==> src/rtl/pwm_deadtime_driver_if.sv <==
// Signal bundle between the PWM generator / fault button side and the gate driver.
// The driver core connects through the slave modport; stimulus or upstream logic uses master.
interface pwm_deadtime_driver_if #(
    parameter int COUNT_WIDTH = 16
);
    logic                   pwm_in;
    logic                   fault_in;
    logic                   fault_clr;
    logic                   gate_hi;
    logic                   gate_lo;
    logic                   fault_latched;
    logic [COUNT_WIDTH-1:0] pulse_count;
    logic [2:0]             state_out;

    modport master (
        output pwm_in, fault_in, fault_clr,
        input  gate_hi, gate_lo, fault_latched, pulse_count, state_out
    );

    modport slave (
        input  pwm_in, fault_in, fault_clr,
        output gate_hi, gate_lo, fault_latched, pulse_count, state_out
    );
endinterface

==> src/rtl/pwm_deadtime_driver.sv <==
// Complementary gate driver with dead-time insertion, a debounced latching fault path,
// and a count of high-side pulses for the debug LEDs.
module pwm_deadtime_driver #(
    parameter int DEADTIME_CYCLES = 12,
    parameter int FAULT_DEBOUNCE  = 120000,
    parameter int COUNT_WIDTH     = 16
) (
    input logic                  clk,
    input logic                  rst,
    pwm_deadtime_driver_if.slave bus
);
    localparam int              DB_W    = $clog2(FAULT_DEBOUNCE + 1);
    localparam logic [15:0]     DT_LAST = 16'(DEADTIME_CYCLES - 1);
    localparam logic [DB_W-1:0] DB_LAST = DB_W'(FAULT_DEBOUNCE - 1);

    typedef enum logic [2:0] {
        LO_ON   = 3'd0,
        DT_RISE = 3'd1,
        HI_ON   = 3'd2,
        DT_FALL = 3'd3,
        FAULT   = 3'd4
    } state_t;

    state_t                 state;
    state_t                 next_state;
    logic                   pwm_q;
    logic [1:0]             sync;
    logic                   fault_db;
    logic [DB_W-1:0]        db_cnt;
    logic [15:0]            dt_cnt;
    logic [15:0]            dt_cnt_next;
    logic                   gate_hi_q;
    logic                   gate_lo_q;
    logic                   fault_q;
    logic [COUNT_WIDTH-1:0] pulse_q;

    // Fault has absolute priority; otherwise each state follows pwm_q, with the
    // dead-time states returning immediately to the side that was just on.
    always_comb begin
        next_state  = state;
        dt_cnt_next = dt_cnt;
        if (state != FAULT && fault_db) begin
            next_state = FAULT;
        end else begin
            case (state)
                LO_ON: begin
                    if (pwm_q) begin
                        next_state  = DT_RISE;
                        dt_cnt_next = '0;
                    end
                end
                DT_RISE: begin
                    if (!pwm_q) begin
                        next_state = LO_ON;
                    end else if (dt_cnt == DT_LAST) begin
                        next_state = HI_ON;
                    end else begin
                        dt_cnt_next = dt_cnt + 16'd1;
                    end
                end
                HI_ON: begin
                    if (!pwm_q) begin
                        next_state  = DT_FALL;
                        dt_cnt_next = '0;
                    end
                end
                DT_FALL: begin
                    if (pwm_q) begin
                        next_state = HI_ON;
                    end else if (dt_cnt == DT_LAST) begin
                        next_state = LO_ON;
                    end else begin
                        dt_cnt_next = dt_cnt + 16'd1;
                    end
                end
                FAULT: begin
                    if (bus.fault_clr && !fault_db) begin
                        next_state  = DT_FALL;
                        dt_cnt_next = '0;
                    end
                end
                default: begin
                    next_state  = DT_FALL;
                    dt_cnt_next = '0;
                end
            endcase
        end
    end

    always_ff @(posedge clk) begin
        if (rst) begin
            pwm_q     <= 1'b0;
            sync      <= '0;
            fault_db  <= 1'b0;
            db_cnt    <= '0;
            state     <= DT_FALL;
            dt_cnt    <= '0;
            gate_hi_q <= 1'b0;
            gate_lo_q <= 1'b0;
            fault_q   <= 1'b0;
            pulse_q   <= '0;
        end else begin
            pwm_q <= bus.pwm_in;
            sync  <= {sync[0], bus.fault_in};

            if (sync[1] != fault_db) begin
                if (db_cnt == DB_LAST) begin
                    fault_db <= ~fault_db;
                    db_cnt   <= '0;
                end else begin
                    db_cnt <= db_cnt + 1'b1;
                end
            end else begin
                db_cnt <= '0;
            end

            state     <= next_state;
            dt_cnt    <= dt_cnt_next;
            // Pins are registered decodes of next_state so they align with state.
            gate_hi_q <= (next_state == HI_ON);
            gate_lo_q <= (next_state == LO_ON);
            fault_q   <= (next_state == FAULT);
            if (next_state == HI_ON && state != HI_ON) begin
                pulse_q <= pulse_q + 1'b1;
            end
        end
    end

    assign bus.gate_hi       = gate_hi_q;
    assign bus.gate_lo       = gate_lo_q;
    assign bus.fault_latched = fault_q;
    assign bus.pulse_count   = pulse_q;
    assign bus.state_out     = state;
endmodule

==> src/flat_wrapper.sv <==
// flat-port wrapper written by rule: the top's interface ports become plain ports
module pwm_deadtime_driver_flat 
#(
    parameter int DEADTIME_CYCLES = 12,
    parameter int FAULT_DEBOUNCE  = 120000,
    parameter int COUNT_WIDTH     = 16
)
  (clk, rst, bus_pwm_in, bus_fault_in, bus_fault_clr, bus_gate_hi, bus_gate_lo, bus_fault_latched, bus_pulse_count, bus_state_out);
  pwm_deadtime_driver_if #(.COUNT_WIDTH(COUNT_WIDTH)) bus_i ();
  input logic clk;
  input logic rst;
  input wire logic [$bits(bus_i.pwm_in)-1:0] bus_pwm_in;
  input wire logic [$bits(bus_i.fault_in)-1:0] bus_fault_in;
  input wire logic [$bits(bus_i.fault_clr)-1:0] bus_fault_clr;
  output wire logic [$bits(bus_i.gate_hi)-1:0] bus_gate_hi;
  output wire logic [$bits(bus_i.gate_lo)-1:0] bus_gate_lo;
  output wire logic [$bits(bus_i.fault_latched)-1:0] bus_fault_latched;
  output wire logic [$bits(bus_i.pulse_count)-1:0] bus_pulse_count;
  output wire logic [$bits(bus_i.state_out)-1:0] bus_state_out;
  assign bus_i.pwm_in = bus_pwm_in;
  assign bus_i.fault_in = bus_fault_in;
  assign bus_i.fault_clr = bus_fault_clr;
  assign bus_gate_hi = bus_i.gate_hi;
  assign bus_gate_lo = bus_i.gate_lo;
  assign bus_fault_latched = bus_i.fault_latched;
  assign bus_pulse_count = bus_i.pulse_count;
  assign bus_state_out = bus_i.state_out;
  pwm_deadtime_driver #(.DEADTIME_CYCLES(DEADTIME_CYCLES), .FAULT_DEBOUNCE(FAULT_DEBOUNCE), .COUNT_WIDTH(COUNT_WIDTH)) u_core (.clk(clk), .rst(rst), .bus(bus_i));
endmodule
==> config.mk <==
export PLATFORM = sky130hd
export DESIGN_NAME = pwm_deadtime_driver_flat
export DESIGN_NICKNAME = d
export VERILOG_FILES = /design/src/rtl/pwm_deadtime_driver_if.sv /design/src/rtl/pwm_deadtime_driver.sv /design/src/flat_wrapper.sv
export SDC_FILE = /design/constraint.sdc
export NUM_CORES = 1
export LEC_CHECK = 0
export BUFFER_PORTS_ARGS = -buffer_cell sky130_fd_sc_hd__buf_4
export CAP_MARGIN = 5
export CORE_MARGIN = 3
export CORE_UTILIZATION = 60
export DETAILED_ROUTE_END_ITERATION = 12
export GPL_TIMING_DRIVEN = 0
export PLACE_DENSITY = 0.9
export SYNTH_ARGS = -nofsm -noshare
export SYNTH_HDL_FRONTEND = slang
export SYNTH_SLANG_ARGS = --single-unit
==> constraint.sdc <==
create_clock -name clk -period 4.3 [get_ports clk]
set_input_delay 0.86 -clock clk [delete_from_list [all_inputs] [get_ports clk]]
set_output_delay 0.86 -clock clk [all_outputs]
set_load 0.05 [all_outputs]
==> out/results.ini, run 1 <==
[routing]
first_pass_iters = 5
route.detailed.drc = 0
wl_per_cell_um = 15.1
vias_per_cell = 5.97
antenna_left = 0
drt-total-wl_um = 5890
drtIter0Drc = 148
vias = 2333

[cts]
clk_path_buf_depth = 2
cts-hold-fix-buffers = 0
cts_root_buf = clkbuf_8
cts.clk_slew.worst_paths_ns = 0.06
numCtsBuffers = 9
clkLatencyLatePin_ns = 0.34
cts.repair.resized = 0
cts_tree = yes
clock-sinks = 59
post_cts_buffers = 0
h-tree-depth = 3

[yosys]
syn_area_um2 = 2680
syn_inst = 301
ys.flop_type = dfxtp_1
synth_cell_types = 44
synth_top_area_cell = dfxtp_1
netlist_top_cells_area = dfxtp_1 44%, xor2_1 7.5%, nor2_1 6.3%, nand2_1 3.5%, or4_1 3.1%
ys.warnings.count = 0
ys_ff_latch = 59
syn_nets = 309
syn_avg_cell_area_um2 = 8.90
async_flop_share_pct = 0
synth_top_area_share_pct = 44.1
synth_edf_count = 0
synth_seq_area_share_pct = 44.1

[timing]
finalSetupViolCount = 0
worst_slew_margin_rel_pct = 44.2
fmax_ghz = 0.398
rsz0062_at_grt = no
worst_slew_pin_slew_ns = 0.835
setup-tns-final_ns = 0
finalHoldViolCount = 0
fin_crit_sh_pct = 58.4
min_period_ns = 2.51
fin_hold_ws_ns = 0.437
maxSlewViolCount = 0
skew_ns = 0.0111

[min_path]
hp-start = u_core.sync[0]
hp-class = reg -> reg
min_path_cells = 1
holdPathEnd = u_core.sync[1]

[floorplanning]
die_h_um = 72.8
dieArea_um2 = 5300
die_w_um = 72.8
ioPinCount = 27
coreArea_um2 = 4140
start_util_pct = 64.6
rows = 23

[critical_path]
rr_worst_depth = 8
crit_path_end_kind = flop
required_ns = 4.52
critPathTopFamily = simple AND/OR/NAND/NOR gates
r2r_slack_ns = 1.79
r2r-end = u_core.bus.pulse_count[14]
critPathBufInv = 1
critical_path.most_common_cell = nor4b_2
reg2reg_from = u_core.dt_cnt[0]
critPathMaxStageDelay_ns = 0.36
crit_path_top_delay_cell = dfxtp_1
crit_start = u_core.dt_cnt[0]
critPathArrivalTime_ns = 2.73
cp.depth = 8
crit_type = reg -> reg
startpoint_type = flop
path_cells = ha_1 > nor4b_2 > nand4_2 > nand3b_1 > nand3_1 > buf_2 > nor4b_2 > mux2_1
crit_fanout = 10

[power]
p_per_area_nw_per_um2 = 369
power.switching_mw = 0.243
vdd_drop_max_v = 0.000259
seqPwrFrac_pct = 47.8
p_leak_nw = 1.16
totalPowerFinal_mw = 1.16
internal-power_mw = 0.920
switching_share_pct = 20.9
clkPwrFrac_pct = 48.3
pwr-share-comb_pct = 3.9

[job]
drv_cap = 0

[placed_design]
routabilityCongestion = 0.808
place_hpwl_um = 3960
port_buffers = 26

[global_routing]
grt_overflow_total = 0
grt_pass1_vias = 2219
grt_start_max_net_pins = 11
antenna_found_initial = 0
grt_usage_pct = 24.7
grt_first_pass_wirelength_um = 10100

[outcome]
outcome = finished, final reports clean

[finish]
syn2layout_area_growth_pct = 17.7
layout_common_cells = 59 x dfxtp_1, 45 x nor2_1, 26 x buf_4
layout_commonest_cell = dfxtp_1
num_antenna_cells = 0
fin_nets = 346
drive_gt1_share_pct = 16.7
n_fill_cell = 297
postLayoutCoreUtil_pct = 76.1

[worst max path at each step]
stage	end	slack, ns
after floorplan	u_core.bus.pulse_count[15]	1.90
after global placement	u_core.bus.pulse_count[14]	1.64
after detailed placement	u_core.bus.pulse_count[14]	1.66
after CTS	u_core.bus.pulse_count[14]	1.80
after global routing	u_core.bus.pulse_count[0]	1.57
final	u_core.bus.pulse_count[14]	1.79
[Yosys cell counts (7+ instances only)]
cell     count
dfxtp_1     59
nor2_1      45
nand2_1     25
xor2_1      23
nand3_1     15
a21oi_1     14
or4_1       11
nand4_1     10
o31ai_1     10
nor2b_1      9
xnor2_1      8
and3_1       7
inv_1        7
[power by group through the flow]
stage / registers (mW) / clock network (mW) / logic [mW]
after floorplan: 0.574 / 0 / 0.0249
after global placement: 0.568 / 0 / 0.0433
after detailed placement: 0.568 / 0 / 0.0439
after CTS: 0.556 / 0.568 / 0.0449
after global routing: 0.557 / 0.595 / 0.0497
final: 0.556 / 0.562 / 0.0450
[cell families after synthesis]
family                   count (synthesis)  share of synthesized area [%]
AND/OR/NAND/NOR                        148                           30.3
flip-flops                              59                           44.1
AO/OA/AOI/OAI                           37                           9.34
XOR/XNOR                                31                           10.1
buffers and inverters                   19                           3.13
multiplexers                             4                           1.63
adder cells (fa/ha/maj)                  3                           1.40
[layer usage]
| metal | track usage (%) | share of wire [%] | vias to the layer above |
|---|---|---|---|
| met1 | 29.2 | 42 | 1112 |
| met5 | 0 | 0 | - |
| met2 | 40.9 | 50 | 71 |
| met4 | 11.9 | 2.4 | 0 |
| met3 | 7.44 | 5.5 | 17 |
| li1 | - | - | 1133 |
[per-stage QoR]
step,cells,setup WS [ns],cell area [um2]
after global routing,391,1.57,3150
final,391,1.79,3150
after global placement,377,1.64,2940
after CTS,391,1.80,3150
after floorplan,301,1.90,2680
after detailed placement,377,1.66,2940
[cell type report]
type                    instances  area, um2  share of cell area, %
multi-input cells             223       1410                   44.9
flip-flops and latches         59       1180                   37.5
repair buffers                 26        195                   6.19
clock buffers                  12        155                   4.92
well taps                      50       62.6                   1.98
clock inverters                 2       60.1                   1.91
plain buffers                  12       57.6                   1.83
inverters                       7       26.3                  0.834
[sequential cells by signal, indices dropped and copies added, names as in the netlist]
register / count
u_core.bus.state_out: 3
u_core.bus.gate_lo: 1
u_core.bus.fault_latched: 1
u_core.bus.pulse_count: 16
u_core.pwm_q: 1
u_core.fault_db: 1
u_core.sync: 2
u_core.dt_cnt: 16
u_core.db_cnt: 17
u_core.bus.gate_hi: 1
(Power assumes the default switching activity.)
==> run 2: changes to the inputs <==
Settings changed: ABC_AREA from default to 1, CORE_UTILIZATION 60 to 54, PLACE_DENSITY 0.9 to 0.85.
Clock period 4.3 ns to 2.26 ns, I/O delays scaled along.
==> out/results.ini, run 2 <==
[finish]
syn2layout_area_growth_pct = 14.3  ; was 17.7%
num_antenna_cells = 0  ; unchanged
layout_commonest_cell = nand2_1  ; was dfxtp_1
largest_register_ffs = 17  ; unchanged
drive_gt1_share_pct = 19.3  ; was 16.7%
top_register = u_core.db_cnt  ; unchanged
fin_nets = 495  ; was 346
layout_common_cells = 80 x nand2_1, 62 x nor2_1, 59 x dfxtp_1  ; was 59 x dfxtp_1, 45 x nor2_1, 26 x buf_4

[routing]
first_pass_iters = 5  ; unchanged
topRoutingLayerUsed = met4  ; unchanged
vias = 3087  ; was 2,333
vias_per_cell = 5.48  ; was 5.97
antenna_left = 0  ; unchanged
drt-total-wl_um = 7190  ; was 5890 um
route.detailed.drc = 0  ; unchanged
wl_per_cell_um = 12.8  ; was 15.1 um
drtIter0Drc = 182  ; was 148
wl_met3_um = 438  ; was 322 um
wl_met2_um = 3540  ; was 2940 um
wl_met1_um = 3120  ; was 2480 um

[yosys]
ys_ff_latch = 59  ; unchanged
synth_seq_area_share_pct = 37.3  ; was 44.1%
ys.flop_type = dfxtp_1  ; unchanged
synth_top_area_share_pct = 37.3  ; was 44.1%
synth_top_area_cell = dfxtp_1  ; unchanged
synth_commonest_cells = 80 x nand2_1, 62 x nor2_1, 59 x dfxtp_1  ; was 59 x dfxtp_1, 45 x nor2_1, 25 x nand2_1
syn_area_um2 = 3170  ; was 2680 um2
syn_nets = 458  ; was 309
syn_inst = 450  ; was 301
synth_cell_types = 33  ; was 44
netlist_top_cells_area = dfxtp_1 37%, nand2_1 9.5%, nor2_1 7.3%, inv_1 5.8%, nand4_1 4.9%  ; was dfxtp_1 44%, xor2_1 7.5%, nor2_1 6.3%, nand2_1 3.5%, or4_1 3.1%
async_flop_share_pct = 0  ; unchanged
ys.warnings.count = 0  ; unchanged
syn_avg_cell_area_um2 = 7.04  ; was 8.90 um2
synth.most_common_cell = nand2_1  ; was dfxtp_1
synth_edf_count = 0  ; unchanged

[critical_path]
crit_type = reg -> reg  ; unchanged
path_cells = ha_1 > inv_2 > nor2_1 > nand2_1 > nor2_1 > nand2_1 > nand2_1 > nand2_2 > a21oi_2 > buf_6 > nand4_1 > a21oi_2  ; was ha_1 > nor4b_2 > nand4_2 > nand3b_1 > nand3_1 > buf_2 > nor4b_2 > mux2_1
r2r-end = u_core.bus.pulse_count[2]  ; was u_core.bus.pulse_count[14]
critPathArrivalTime_ns = 2.24  ; was 2.73 ns
critPathBufInv = 2  ; was 1
reg2reg_from = u_core.dt_cnt[0]  ; unchanged
startpoint_type = flop  ; unchanged
crit_fanout = 10  ; unchanged
required_ns = 2.52  ; was 4.52 ns
critPathMaxStageDelay_ns = 0.38  ; was 0.36 ns
r2r_slack_ns = 0.28  ; was 1.79 ns
critical_path.most_common_cell = nand2_1  ; was nor4b_2
crit_path_end_kind = flop  ; unchanged
crit_path_top_delay_cell = dfxtp_1  ; unchanged
rr_worst_depth = 12  ; was 8
critPathTopFamily = simple AND/OR/NAND/NOR gates  ; unchanged

[cts]
clk_path_buf_depth = 2  ; unchanged
clkLatencyLatePin_ns = 0.33  ; was 0.34 ns
post_cts_buffers = 0  ; unchanged
cts_root_buf = clkbuf_8  ; unchanged
cts.repair.resized = 0  ; unchanged
h-tree-depth = 3  ; unchanged
cts.clk_slew.worst_paths_ns = 0.06  ; about the same
cts-hold-fix-buffers = 0  ; unchanged
clock-sinks = 59  ; unchanged
numCtsBuffers = 9  ; unchanged
cts_tree = yes  ; unchanged

[timing]
fin_crit_sh_pct = 87.5  ; was 58.4%
rsz0062_at_grt = no  ; unchanged
skew_ns = 0.00775  ; was 0.0111 ns
worst_slew_pin_slew_ns = 0.675  ; was 0.835 ns
finalSetupViolCount = 0  ; unchanged
setup-tns-final_ns = 0  ; unchanged
min_period_ns = 1.98  ; was 2.51 ns
maxSlewViolCount = 0  ; unchanged
worst_slew_margin_rel_pct = 55.0  ; was 44.2%
fmax_ghz = 0.506  ; was 0.398 GHz
finalHoldViolCount = 0  ; unchanged

[floorplanning]
coreArea_um2 = 5610  ; was 4140 um2
dieArea_um2 = 6820  ; was 5300 um2
die_w_um = 82.6  ; was 72.8 um
rows = 27  ; was 23
start_util_pct = 56.5  ; was 64.6%
die_h_um = 82.6  ; was 72.8 um
ioPinCount = 27  ; unchanged

[global_routing]
grt_pass1_vias = 2771  ; was 2,219
grt_first_pass_wirelength_um = 12000  ; was 10,100 um
grt_overflow_total = 0  ; unchanged
grt_usage_pct = 22.6  ; was 24.7%
antenna_found_initial = 0  ; unchanged
grt_start_max_net_pins = 11  ; unchanged

[outcome]
outcome = finished, final reports clean  ; unchanged

[placed_design]
routabilityCongestion = 0.956  ; was 0.808
port_buffers = 26  ; unchanged
place_hpwl_um = 5320  ; was 3960 um

[min_path]
hp-start = bus_fault_in  ; was u_core.sync[0]
min_path_cells = 3  ; was 1
hp-class = in -> reg  ; was reg -> reg
holdPathEnd = u_core.sync[0]  ; was u_core.sync[1]

[power]
totalPowerFinal_mw = 2.12  ; was 1.16 mW
p_leak_nw = 1.39  ; was 1.16 nW
vdd_drop_max_v = 0.000397  ; was 0.000259 V
p_per_area_nw_per_um2 = 584  ; was 369 nW/um2

[job]
drv_cap = 0  ; unchanged

==> run 2: layer usage <==
layer  up-vias  track usage [%]
met5         -                0
met4         0             8.33
met3        10             4.99
met2        95             39.2
met1      1432             27.4
li1       1550                -
==> run 2: metrics by stage <==
step	instance area, um2	hold WS, ns	cells	utilization [%]	worst slack (ns)
floorplan	3170	0.388	450	-	0.305
global placement	3450	0.399	548	61.6	0.398
detailed placement	3450	0.414	548	61.6	0.313
CTS	3620	0.323	563	64.5	0.292
global route	3620	0.337	563	64.5	0.0559
finish	3620	0.333	563	64.5	0.283
==> run 2: logic make-up (layout without fill, tap and decap cells) <==
| group | Yosys count | count (layout) | share of synthesized area [%] |
|---|---|---|---|
| AO/OA/AOI/OAI | 57 | 57 | 10.9 |
| buffers and inverters | 67 | 108 | 9.28 |
| flip-flops | 59 | 59 | 37.3 |
| XOR/XNOR | 16 | 16 | 4.42 |
| AND/OR/NAND/NOR | 248 | 248 | 36.9 |
| adder cells (fa/ha/maj) | 3 | 3 | 1.19 |
==> run 2: layout make-up <==
class	count	area, um2
clock buffer	10	138
fill	514	1990
inverter	56	210
buffer	11	83.8
multi-input combinational	324	1690
timing repair buffer	26	195
sequential	59	1180
tap	72	90.1
clock inverter	5	30.0
==> run 2: worst max-delay path by stage <==
stage | slack, ns | endpoint | depth (start not counted) | start
floorplan | 0.31 | u_core.bus.pulse_count[12] | 8 | u_core.bus.pulse_count[1]
finish | 0.28 | u_core.bus.pulse_count[2] | 12 | u_core.dt_cnt[0]
CTS | 0.29 | u_core.bus.pulse_count[2] | 12 | u_core.dt_cnt[0]
global route | 0.06 | u_core.bus.pulse_count[2] | 12 | u_core.dt_cnt[0]
detailed placement | 0.31 | u_core.bus.pulse_count[2] | 12 | u_core.dt_cnt[0]
global placement | 0.40 | u_core.bus.pulse_count[1] | 9 | u_core.dt_cnt[0]
==> run 2: power breakdown <==
group	internal, mW	switching, mW	total (mW)
Sequential	1.06	0.0155	1.07
Clock	0.414	0.400	0.814
Combinational	0.0704	0.158	0.228
==> run 2: worst min-delay path: stages <==
cell    delay, ns
buf_4        0.08
inv_1        0.03
nor2_1       0.07
